==> config.mk <==
export PLATFORM = sky130hd
export DESIGN_NAME = div_unit_flat
export DESIGN_NICKNAME = d
export VERILOG_FILES = /design/src/rtl/div_unit_pkg.sv /design/src/rtl/div_if.sv /design/src/rtl/div_unit.sv /design/src/flat_wrapper.sv
export SDC_FILE = /design/constraint.sdc
export NUM_CORES = 1
export LEC_CHECK = 0
export ABC_AREA = 1
export BUFFER_PORTS_ARGS = -buffer_cell sky130_fd_sc_hd__buf_2
export CAP_MARGIN = 20
export CORE_MARGIN = 5
export CORE_UTILIZATION = 55
export DETAILED_ROUTE_END_ITERATION = 6
export PLACE_DENSITY_LB_ADDON = 0.05
export SYNTH_ARGS = -nofsm -noshare
export SYNTH_HDL_FRONTEND = slang
export SYNTH_SLANG_ARGS = --single-unit
==> constraint.sdc <==
create_clock -name clk -period 4.13 [get_ports clk]
set_input_delay 0.2065 -clock clk [delete_from_list [all_inputs] [get_ports clk]]
set_output_delay 0.2065 -clock clk [all_outputs]
set_load 0.02 [all_outputs]
==> src/rtl/div_unit_pkg.sv <==
// Shared types and constants for the iterative divider: FSM state encoding
// and the named levels used on its ready/start/stall signals.
package div_unit_pkg;

    localparam int DIV_WIDTH = 32;

    typedef enum logic [1:0] {
        DIV_FREE   = 2'b00,
        DIV_BYZERO = 2'b01,
        DIV_ON     = 2'b10,
        DIV_END    = 2'b11
    } div_state_t;

    localparam logic DIV_RESULT_READY     = 1'b1;
    localparam logic DIV_RESULT_NOT_READY = 1'b0;
    localparam logic DIV_START            = 1'b1;
    localparam logic DIV_STOP             = 1'b0;
    localparam logic STOP                 = 1'b1;
    localparam logic NO_STOP              = 1'b0;

endpackage

==> src/rtl/div_if.sv <==
// EX-stage <-> divider request/result bundle. The master side is the EX glue;
// the slave side is div_unit.
interface div_if #(parameter int WIDTH = 32);

    logic                 start_i;
    logic                 signed_div_i;
    logic [WIDTH-1:0]     opdata1_i;
    logic [WIDTH-1:0]     opdata2_i;
    logic                 annul_i;
    logic [2*WIDTH-1:0]   result_o;
    logic                 ready_o;
    logic                 stallreq_o;

    modport master (
        output start_i, signed_div_i, opdata1_i, opdata2_i, annul_i,
        input  result_o, ready_o, stallreq_o
    );

    modport slave (
        input  start_i, signed_div_i, opdata1_i, opdata2_i, annul_i,
        output result_o, ready_o, stallreq_o
    );

endinterface

==> src/rtl/div_unit.sv <==
// Radix-2 restoring divider, one quotient bit per cycle. Signed divides run on
// magnitudes and the signs are reapplied as the result is captured.
module div_unit
    import div_unit_pkg::*;
#(
    parameter int WIDTH = DIV_WIDTH
) (
    input  logic clk,
    input  logic rst,
    div_if.slave div
);

    localparam int CNT_W = $clog2(WIDTH + 1);

    div_state_t           state_reg, state_next;
    logic [CNT_W-1:0]     cnt_reg, cnt_next;
    logic [WIDTH-1:0]     dividend_reg, dividend_next;
    logic [WIDTH-1:0]     divisor_reg, divisor_next;
    logic [WIDTH-1:0]     rem_reg, rem_next;
    logic                 neg_quot_reg, neg_quot_next;
    logic                 neg_rem_reg, neg_rem_next;
    logic [2*WIDTH-1:0]   result_reg, result_next;
    logic                 stall;

    logic [WIDTH-1:0]     abs_op1, abs_op2;
    logic [WIDTH:0]       partial, diff;
    logic                 q_bit;
    logic [WIDTH-1:0]     rem_iter, quot_iter, rem_fix, quot_fix;

    // The most negative value maps onto itself, which as an unsigned magnitude
    // is exactly right, so overflow wraps instead of needing special handling.
    assign abs_op1 = (div.signed_div_i && div.opdata1_i[WIDTH-1]) ? -div.opdata1_i : div.opdata1_i;
    assign abs_op2 = (div.signed_div_i && div.opdata2_i[WIDTH-1]) ? -div.opdata2_i : div.opdata2_i;

    // Quotient bits are shifted into the vacated low end of the dividend.
    assign partial   = {rem_reg, dividend_reg[WIDTH-1]};
    assign diff      = partial - {1'b0, divisor_reg};
    assign q_bit     = ~diff[WIDTH];
    assign rem_iter  = q_bit ? diff[WIDTH-1:0] : partial[WIDTH-1:0];
    assign quot_iter = {dividend_reg[WIDTH-2:0], q_bit};
    assign rem_fix   = neg_rem_reg  ? -rem_iter  : rem_iter;
    assign quot_fix  = neg_quot_reg ? -quot_iter : quot_iter;

    always_ff @(posedge clk) begin
        if (rst) begin
            state_reg    <= DIV_FREE;
            cnt_reg      <= '0;
            dividend_reg <= '0;
            divisor_reg  <= '0;
            rem_reg      <= '0;
            neg_quot_reg <= 1'b0;
            neg_rem_reg  <= 1'b0;
            result_reg   <= '0;
        end else begin
            state_reg    <= state_next;
            cnt_reg      <= cnt_next;
            dividend_reg <= dividend_next;
            divisor_reg  <= divisor_next;
            rem_reg      <= rem_next;
            neg_quot_reg <= neg_quot_next;
            neg_rem_reg  <= neg_rem_next;
            result_reg   <= result_next;
        end
    end

    always_comb begin
        state_next    = state_reg;
        cnt_next      = cnt_reg;
        dividend_next = dividend_reg;
        divisor_next  = divisor_reg;
        rem_next      = rem_reg;
        neg_quot_next = neg_quot_reg;
        neg_rem_next  = neg_rem_reg;
        result_next   = result_reg;
        stall         = NO_STOP;

        unique case (state_reg)
            DIV_FREE: begin
                if (div.start_i == DIV_START && !div.annul_i) begin
                    stall         = STOP;
                    cnt_next      = '0;
                    rem_next      = '0;
                    dividend_next = abs_op1;
                    divisor_next  = abs_op2;
                    neg_quot_next = div.signed_div_i & (div.opdata1_i[WIDTH-1] ^ div.opdata2_i[WIDTH-1]);
                    neg_rem_next  = div.signed_div_i & div.opdata1_i[WIDTH-1];
                    state_next    = (div.opdata2_i == '0) ? DIV_BYZERO : DIV_ON;
                end
            end
            DIV_BYZERO: begin
                stall       = STOP;
                result_next = '0;
                state_next  = DIV_END;
            end
            DIV_ON: begin
                stall = STOP;
                if (div.annul_i) begin
                    state_next = DIV_FREE;
                end else begin
                    dividend_next = quot_iter;
                    rem_next      = rem_iter;
                    cnt_next      = cnt_reg + 1'b1;
                    // Last iteration: capture the sign-corrected result directly.
                    if (cnt_reg == CNT_W'(WIDTH - 1)) begin
                        result_next = {rem_fix, quot_fix};
                        state_next  = DIV_END;
                    end
                end
            end
            DIV_END: begin
                if (div.annul_i || div.start_i == DIV_STOP) begin
                    state_next = DIV_FREE;
                end
            end
            default: state_next = DIV_FREE;
        endcase
    end

    assign div.result_o   = result_reg;
    assign div.ready_o    = (state_reg == DIV_END) ? DIV_RESULT_READY : DIV_RESULT_NOT_READY;
    assign div.stallreq_o = stall;

endmodule

==> src/flat_wrapper.sv <==
// flat-port wrapper written by rule: the top's interface ports become plain ports
module div_unit_flat import div_unit_pkg::*;
#(
    parameter int WIDTH = DIV_WIDTH
)
  (clk, rst, div_start_i, div_signed_div_i, div_opdata1_i, div_opdata2_i, div_annul_i, div_result_o, div_ready_o, div_stallreq_o);
  div_if #(.WIDTH(WIDTH)) div_i ();
  input  logic clk;
  input  logic rst;
  input wire logic [$bits(div_i.start_i)-1:0] div_start_i;
  input wire logic [$bits(div_i.signed_div_i)-1:0] div_signed_div_i;
  input wire logic [$bits(div_i.opdata1_i)-1:0] div_opdata1_i;
  input wire logic [$bits(div_i.opdata2_i)-1:0] div_opdata2_i;
  input wire logic [$bits(div_i.annul_i)-1:0] div_annul_i;
  output wire logic [$bits(div_i.result_o)-1:0] div_result_o;
  output wire logic [$bits(div_i.ready_o)-1:0] div_ready_o;
  output wire logic [$bits(div_i.stallreq_o)-1:0] div_stallreq_o;
  assign div_i.start_i = div_start_i;
  assign div_i.signed_div_i = div_signed_div_i;
  assign div_i.opdata1_i = div_opdata1_i;
  assign div_i.opdata2_i = div_opdata2_i;
  assign div_i.annul_i = div_annul_i;
  assign div_result_o = div_i.result_o;
  assign div_ready_o = div_i.ready_o;
  assign div_stallreq_o = div_i.stallreq_o;
  div_unit #(.WIDTH(WIDTH)) u_core (.clk(clk), .rst(rst), .div(div_i));
endmodule
After elaboration in Yosys (flattened, before gate mapping) --
Cells that the tools add are included.
Word-level totals: input port bits 69, bits in latches 0, memory bits (read-only) 0, memories kept 0, RAM bits 0, output and inout bits 66, register bits after elaboration 170, logic and storage cells 68
Cells by class: shift operators 0, bitwise logic cells 5, multipliers 0, reduce and logical (&&, ||, !) cells 14, div/mod/pow operators 0, add/sub/neg operators 6, magnitude comparators 0, equality and inequality tests 9, muxes and demuxes 26
Operators by type and width (count):
- 32-bit 2-to-1 mux | 9
- 64-bit 2-to-1 mux | 2
- 32-bit negation | 4
- 32-bit one-hot mux with 2 select lines | 2
- 64-bit one-hot mux with 2 select lines | 1
- 33-bit by 32-bit subtractor with 33-bit output | 1
- 32-bit logical NOT | 1
- 6-bit 2-to-1 mux | 2
- 6-bit one-hot mux with 2 select lines | 1
- 2-bit 2-to-1 mux | 5
- 3-bit AND reduction | 3
- 2-bit one-hot mux with 4 select lines | 1
- 6-bit by 1-bit adder with 6-bit output (second input constant) | 1
- 6-bit by 5-bit equality test with 1-bit output (second input constant) | 1
- 2-bit by 1-bit inequality test with 1-bit output (second input constant) | 3
- 2-bit equality test (second input constant) | 2
- 2-bit nonzero test | 2
- 1-bit logical AND | 3
- 3-bit by 2-bit inequality test with 1-bit output (second input constant) | 1
- 1-bit AND | 2
- 2-bit by 1-bit equality test with 1-bit output (second input constant) | 1
- 2-bit logical NOT | 1
- 1-bit 2-to-1 mux | 2
- 2-bit inequality test (second input constant) | 1
- 7 further kinds | 8

Depth between registers and ports, before layout --
Gate-level depths: netlist (run 1).
depth in word-level cells 7, gate-level depth with buffers 31, depth with buffers taken out 29

Worst setup path before layout (run 1) --
No wires, ideal clock.
kind register to register, from reg u_core.dividend_reg[31], to reg u_core.result_reg[30] (netlist: u_core.div.result_o[30]), setup time 0.070 ns, setup slack 0.210 ns, data arrival time 3.849 ns, stages on the path, launching flop included 31, data required time 4.060 ns, path buffers 2, path through dfxtp_1 > inv_1 > ha_1 > inv_1 > fa_1 > nand2_1 > nand2_1 > nand3_1 > nand2_2 > nand2_1 > nand2_2 > nand2_4 > nand3_4 > nand2_8 > buf_12 > buf_8 > ha_1 > nand3_1 > nor3_2 > nand3_1 > nor3_1 > nand2_1 > nor3_2 > nand2_1 > nand2_1 > o21ai_1 > a21oi_1 > o21ai_0 > a21oi_1 > o21ai_0 > a21oi_1
On the way: word-level cells in the longest chain between the ends 7
Ends and longest elaborated chain:
- start: declaration | line div_unit.sv:17 | logic [WIDTH-1:0] dividend_reg, dividend_next;
- start signal: assignment | line div_unit.sv:57 | dividend_reg <= dividend_next;
- 33-bit by 32-bit subtractor with 33-bit output | line div_unit.sv:37 | assign diff = partial - {1'b0, divisor_reg};
- 1-bit NOT | line div_unit.sv:38 | assign q_bit = ~diff[WIDTH];
- 32-bit negation | line div_unit.sv:42 | assign quot_fix = neg_quot_reg ? -quot_iter : quot_iter;
- 32-bit 2-to-1 mux | line div_unit.sv:42
- 64-bit 2-to-1 mux | line div_unit.sv:104 | if (cnt_reg == CNT_W'(WIDTH - 1)) begin
- 64-bit 2-to-1 mux | line div_unit.sv:97 | if (div.annul_i) begin
- 64-bit one-hot mux with 2 select lines | line div_unit.sv:77 | unique case (state_reg)
- end signal: assignment | line div_unit.sv:62 | result_reg <= result_next;
- end: declaration | line div_unit.sv:22 | logic [2*WIDTH-1:0] result_reg, result_next;
No other way between the ends. The select of a mux whose other input is x is not followed. A chain may end at the register's enable or synchronous reset.

Worst setup path in the final report (run 1) --
from reg u_core.divisor_reg[27], to reg u_core.result_reg[30] (netlist: u_core.div.result_o[30])
On the way: word-level cells in the longest chain between the ends 7
Ends and longest elaborated chain:
- start: declaration | line div_unit.sv:18 | logic [WIDTH-1:0] divisor_reg, divisor_next;
- start signal: assignment | line div_unit.sv:58 | divisor_reg <= divisor_next;
- 33-bit by 32-bit subtractor with 33-bit output | line div_unit.sv:37
- 1-bit NOT | line div_unit.sv:38
- 32-bit negation | line div_unit.sv:42
- 32-bit 2-to-1 mux | line div_unit.sv:42
- 64-bit 2-to-1 mux | line div_unit.sv:104
- 64-bit 2-to-1 mux | line div_unit.sv:97
- 64-bit one-hot mux with 2 select lines | line div_unit.sv:77
No other way between the ends. The select of a mux whose other input is x is not followed.

==> results of run 1 <==
[cells by family after synthesis]
| group | Yosys count | share of synthesized area (%) |
|---|---|---|
| DFF | 170 | 26.47 |
| xor gates and xnor gates | 48 | 3.270 |
| buffers and inverters | 359 | 11.14 |
| adders and majority gates | 43 | 4.243 |
| AOI/OAI and AO/OA | 351 | 15.21 |
| and+or+nand+nor | 1168 | 39.67 |
[worst max path at each step]
stage / from / end / slack, ns / cells after the start
2_1_floorplan: u_core.dividend_reg[31]$_SDFFE_PP0P_ / u_core.div.result_o[30]$_SDFFE_PP0P_ / 0.21 / 30
3_3_place_gp: u_core.dividend_reg[31]$_SDFFE_PP0P_ / u_core.div.result_o[30]$_SDFFE_PP0P_ / 0.19 / 28
3_5_place_dp: u_core.dividend_reg[31]$_SDFFE_PP0P_ / u_core.div.result_o[30]$_SDFFE_PP0P_ / 0.07 / 28
4_1_cts: u_core.dividend_reg[31]$_SDFFE_PP0P_ / u_core.div.result_o[30]$_SDFFE_PP0P_ / 0.07 / 28
5_1_grt: u_core.divisor_reg[6]$_SDFFE_PP0P_ / u_core.div.result_o[30]$_SDFFE_PP0P_ / -0.04 / 27
6_report: u_core.divisor_reg[27]$_SDFFE_PP0P_ / u_core.div.result_o[30]$_SDFFE_PP0P_ / 0.32 / 26
[what timing repair did]
action / 4_1_cts / 5_1_grt
gates resized for setup: 0 / 18
endpoints found under the setup margin: 0 / 16
setup buffers: 0 / 6
hold buffers: 0 / 0
[worst max-delay path, delay by kind of cell, from the launching register on]
kind	cells	cell delay [ns]
compound gates	7	0.92
fa+ha+maj	2	0.50
buf+inv	2	0.09
flops	1	0.35
simple gates	15	1.88
[layout make-up]
cell class	instances	area, um2
clock buffer	18	439.2
clock inverter	14	171.4
fill	2399	8710
inverter	279	1047
multi-input combinational	1610	8125
sequential	170	3403
tap	319	399.1
timing repair buffer	170	967.2
[power breakdown]
| part | leakage, nW | internal, mW | switching, mW |
|---|---|---|---|
| clock network | 0.293 | 0.834 | 0.815 |
| logic | 5.56 | 1.07 | 2.22 |
| registers | 1.38 | 1.78 | 0.141 |
| total | 7.23 | 3.68 | 3.18 |
[cell usage after synthesis (all sizes together), types with 9 or more instances]
cell and instances:
nand2 692, inv 276, nor2 194, nand3 183, a21oi 181, dfxtp 170
o21ai 101, clkbuf 54, ha 42, nor3 38, xor2 31, a31oi 26
buf 26, nand4 17, xnor2 17, nand3b 15, or2 12, nor4 11
o211ai 9, o22ai 9
[per-layer routing]
| metal | share of wire, % | wire, um | track usage, % |
|---|---|---|---|
| met1 | 43 | 17640 | 39.14 |
| met2 | 47 | 19420 | 52.26 |
| met3 | 6.4 | 2616 | 4.733 |
| met4 | 3.2 | 1332 | 10.26 |
| met5 | 0.034 | 14 | 0 |
[through the flow]
stage / TNS (ns) / setup slack [ns] / cell area (um2) / hold WS [ns]
after floorplan: 0 / 0.2102 / 12860 / 0.3603
after global placement: 0 / 0.1944 / 13800 / 0.4505
after detailed placement: 0 / 0.07200 / 13800 / 0.4519
after CTS: 0 / 0.06668 / 14410 / 0.07421
after global routing: -0.04101 / -0.04101 / 14550 / 0.1057
final: 0 / 0.3243 / 14550 / 0.08864
==> impl_results.md, run 1 <==
* Global route total overflow at 0
* TritonCTS clock tree: yes
* Num rows at 56
* Synth-to-Final Area Change at 13.19%
* Worst r2r dst: u_core.div.result_o[30]$_SDFFE_PP0P_
* Post-Syn Area at 12,860 um2
* Port Buffer Count at 134
* Vias in the first global route at 13,200
* Asr flop ratio synth at 0%
* Violated checks: design-rule violations
* Worst Setup Path Type: reg2reg
* Top post-synthesis cells by area: dfxtp_1 (26%), nand2_1 (19%), inv_1 (7.8%)
* DIE HEIGHT at 162.9 um
* Sequential area share after synthesis at 26.47%
* Syn Area/Cell at 6.011 um2
* Avg WL per Cell at 15.90 um
* Synth area leader: dfxtp_1
* Post-synth EDFFs at 0
* WL final at 41,030 um
* Synthesis-stage register bit count at 170
* Synth top area share at 26.47%
* Total power at 6.862 mW
* DR iter-0 viols at 1,170
* Residual DRC count at 9
* TritonCTS buffer count at 17
* Status: complete, but fails checks
* Core footprint at 23,260 um2
* Min-Delay Startpoint: div_opdata1_i[0]
* Leak Pwr at 7.230 nW
* Largest register FFs at 64
* Non-Filler Instances at 2,580
* Drt first pass iters at 7
* WHS Endpoint: u_core.dividend_reg[0]$_SDFFE_PP0P_
* Length in cells of the worst reg-to-reg path at 26
* Number of diodes at 0
* Full die area at 26,530 um2
* Pwr Density at 471.5 nW/um2
* Startpoint types: flip-flop
* Critical path peak fanout at 6
* Fmax at 0.2628 GHz
* Crit path top cell by count: nand2_1
* Largest net degree at the start of global routing at 77
* Most frequent cells in the layout: nand2_1 (652), inv_1 (266), nor2_1 (177), nand3_1 (176), a21oi_1 (173)
* Final core occ at 62.56%
* GRT Total Usage at 30.48%
* Die X at 162.9 um
* Worst-Margin Slew at 1.007 ns
* Syn Nets at 2,251
* Critical Path Sink Type: flip-flop
* Max clock buf depth at 2
* Slew headroom at 32.84%
* # nets final at 2,360
* RSZ-0062 raised after global routing: yes
* Initial Utilization at 55.27%
* Peak supply drop at 347.4 uV
* Hold depth at 3
* Tcrit/Tclk final at 92.15%
* Largest stage delay, worst path at 0.36 ns
* RePlAce Congestion at 0.9388
* Layout cells sized above 1 at 13.75%
* Post-DR vias/cell at 5.465
* Final HPWL DP at 31,500 um
* Reg2Reg Launch Point: u_core.divisor_reg[27]$_SDFFE_PP0P_
* Mapped Cells at 2,139
* CTS sink cnt at 170
* R2R Setup Slk at 0.32 ns
* First-pass GRT wire length at 65,680 um
* Worst-Skew Late Latency at 0.44 ns
* Max-cap viol count at 0
* Root buf cell: clkbuf_16
* Slowest cell on the critical path: ha_1
* Worst hold path type: in2reg
* Clk_skew at 0.01828 ns
* Worst Path Arrival at 4.17 ns
* Initial antenna violation count at 2
* Placed Cells at 2,541
* Post-route ant nets at 0
* # setup viols final at 0
* H-Tree Depth at 4
* Max Transition Viols Final at 0
* IO Pins at 135
* Final hold vios at 0
* Vias at 14,100
* Yosys warning count at 0
* WP data required at 4.50 ns
* Ys flop type: dfxtp_1
* Synth cell types at 56
* Clk pin slew, worst setup/hold paths at 0.08 ns
* Fin crit period at 3.806 ns
* Commonest non-fill, non-tap cell in the layout: nand2_1
(Power assumes the default switching activity.)
==> run 2: changes to the inputs <==
Settings changed: CORE_MARGIN 5 to 10.
==> run 2 against run 1 <==
The flow now finishes without violations. Sequential share of layout area rose by 0.053 points. Combinational power rose by 2%. Largest cell class unchanged. Maximum frequency down 0.52%. Critical path depth is 2 higher. Largest power group unchanged. Core utilization grew 1.0 points. Count of clock-buffer cells in the layout grew 1. Highest routed layer unchanged.
==> impl_results.md, run 2 (same netlist as run 1, synthesis figures left out) <==
* Residual DRC count at 0 (was 9)
* Drt first pass iters at 6 (was 7)
* Synth-to-Final Area Change at 12.97% (was 13.19%)
* Vias in the first global route at 13,010 (was 13,200)
* Commonest non-fill, non-tap cell in the layout: nand2_1 (unchanged)
* Crit path top cell by count: nand2_2 (was nand2_1)
* TritonCTS buffer count at 17 (unchanged)
* Fmax at 0.2614 GHz (was 0.2628 GHz)
* Post-DR vias/cell at 5.482 (was 5.465)
* Port Buffer Count at 134 (unchanged)
* Most frequent cells in the layout: nand2_1 (651), inv_1 (266), nor2_1 (176), a21oi_1 (175), nand3_1 (175) (was nand2_1 (652), inv_1 (266), nor2_1 (177), nand3_1 (176), a21oi_1 (173))
* Critical path peak fanout at 4 (was 6)
* Leak Pwr at 7.216 nW (was 7.230 nW)
* Placed Area at 13,770 um2 (was 13,800 um2)
* Fin crit period at 3.826 ns (was 3.806 ns)
* Layout fillers at 2,338 (was 2,399)
* Area of the multi-input gates at 8152 um2 (was 8125 um2)
* Slowest cell on the critical path: fa_2 (was ha_1)
* Final core occ at 63.58% (was 62.56%)
* H-Tree Depth at 4 (unchanged)
* Final HPWL DP at 32,420 um (was 31,500 um)
* Core footprint at 22,850 um2 (was 23,260 um2)
* Placed Cells at 2,533 (was 2,541)
* Non-Filler Instances at 2,572 (was 2,580)
* Total negative slack at 0 ns (unchanged)
* Final hold vios at 0 (unchanged)
* # nets final at 2,358 (was 2,360)
* Register area at 3405 um2 (was 3403 um2)
* Initial Utilization at 56.28% (was 55.27%)
* Initial antenna violation count at 1 (was 2)
* Clk pin slew, worst setup/hold paths at 0.07 ns (was 0.08 ns)
* RePlAce Congestion at 0.9794 (was 0.9388)
* Largest net degree at the start of global routing at 81 (was 77)
* Pwr Density at 471.9 nW/um2 (was 471.5 nW/um2)
* Peak supply drop at 415.9 uV (was 347.4 uV)
* Largest register FFs at 64 (unchanged)
* TritonCTS clock tree: yes (unchanged)
* WL final at 42,110 um (was 41,030 um)
* Die X at 172.9 um (was 162.9 um)
* Hold_ws at 0.08296 ns (was 0.08864 ns)
* Tcrit/Tclk final at 92.63% (was 92.15%)
* Max-cap viol count at 0 (unchanged)
* Vias at 14,100 (unchanged)
* Worst Setup Path Type: reg2reg (unchanged)
* Critical Path Sink Type: flip-flop (unchanged)
* Post-route ant nets at 0 (unchanged)
* Worst Path Arrival at 4.19 ns (was 4.17 ns)
* Worst hold path type: in2reg (unchanged)
* GRT Total Usage at 27.07% (was 30.48%)
* DR iter-0 viols at 1,315 (was 1,170)
* Slew headroom at 38.33% (was 32.84%)
* # setup viols final at 0 (unchanged)
* Number of diodes at 0 (unchanged)
* Hold Buf Count CTS at 0 (unchanged)
* CTS sink cnt at 170 (unchanged)
* WP data required at 4.49 ns (was 4.50 ns)
* Startpoint types: flip-flop (unchanged)
* Max clock buf depth at 2 (unchanged)
* Global route total overflow at 0 (unchanged)
* Clk_skew at 0.01836 ns (was 0.01828 ns)
* Post-route cell area at 14,530 um2 (was 14,550 um2)
* Layout cells sized above 1 at 13.81% (was 13.75%)
* Status: finished, final reports clean (was complete, but fails checks)
* Worst-Skew Late Latency at 0.45 ns (was 0.44 ns)
* Num rows at 55 (was 56)
* Avg WL per Cell at 16.37 um (was 15.90 um)
* Max Transition Viols Final at 0 (unchanged)
* IO Pins at 135 (unchanged)
* First-pass GRT wire length at 67,510 um (was 65,680 um)
* Full die area at 29,890 um2 (was 26,530 um2)
* DIE HEIGHT at 172.9 um (was 162.9 um)
* Worst-Margin Slew at 0.9250 ns (was 1.007 ns)
* Largest stage delay, worst path at 0.35 ns (was 0.36 ns)
* Root buf cell: clkbuf_16 (unchanged)
-- run 2: cell type report --
class / count / share of cell area (%)
inverters: 279 / 7.210
well taps: 313 / 2.696
flip-flops and latches: 170 / 23.44
clock inverters: 13 / 0.8700
multi-input cells: 1610 / 56.12
repair buffers: 168 / 6.616
clock buffers: 19 / 3.049
-- run 2: metal layers --
layer  GRT usage, %  up-vias  wire [um]
met5              0        -          8
met4          7.618        2        975
met3          4.400       72       2346
met2          46.45      468      20330
met1          34.21     6446      18460
li1               -     7111          -
-- run 2: path summary, 6_finish.rpt --
kind / start / end / slack, ns / depth (start not counted)
max reg2reg: u_core.dividend_reg[31]$_SDFFE_PP0P_ / u_core.div.result_o[30]$_SDFFE_PP0P_ / 0.30 / 28
min reg2reg: u_core.div.result_o[63]$_SDFFE_PP0P_ / u_core.div.result_o[63]$_SDFFE_PP0P_ / 0.46 / 2
max: u_core.dividend_reg[31]$_SDFFE_PP0P_ / u_core.div.result_o[30]$_SDFFE_PP0P_ / 0.30 / 28
min: div_opdata1_i[0] / u_core.dividend_reg[0]$_SDFFE_PP0P_ / 0.08 / 3
-- run 2: metrics by stage --
step                      total power, mW  setup WS, ns
final                               6.854        0.3043
after global routing                7.338      -0.02898
after CTS                           6.684       0.04218
after detailed placement            5.083       0.02410
after global placement              5.049        0.1744
after floorplan                     4.247        0.2102
-- run 2: worst max-delay path, delay by kind of cell, from the launching register on --
kind,cells,cell delay [ns]
AOI/OAI and AO/OA,6,0.71
adders and majority gates,3,0.64
buffers and inverters,2,0.13
DFF,1,0.32
and+or+nand+nor,17,1.96
-- run 2: what timing repair did --
item	4_1_cts	5_1_grt
setup endpoints to repair	1	13
buffers inserted	0	5
gates resized for setup	1	23
pin swaps	0	8
-- run 2: power by group --
group | switching, mW | internal, mW | total [mW] | leakage, nW
clock | 0.789 | 0.816 | 1.60 | 0.274
sequential | 0.134 | 1.78 | 1.91 | 1.38
combinational | 2.26 | 1.08 | 3.34 | 5.56
total | 3.18 | 3.67 | 6.85 | 7.22
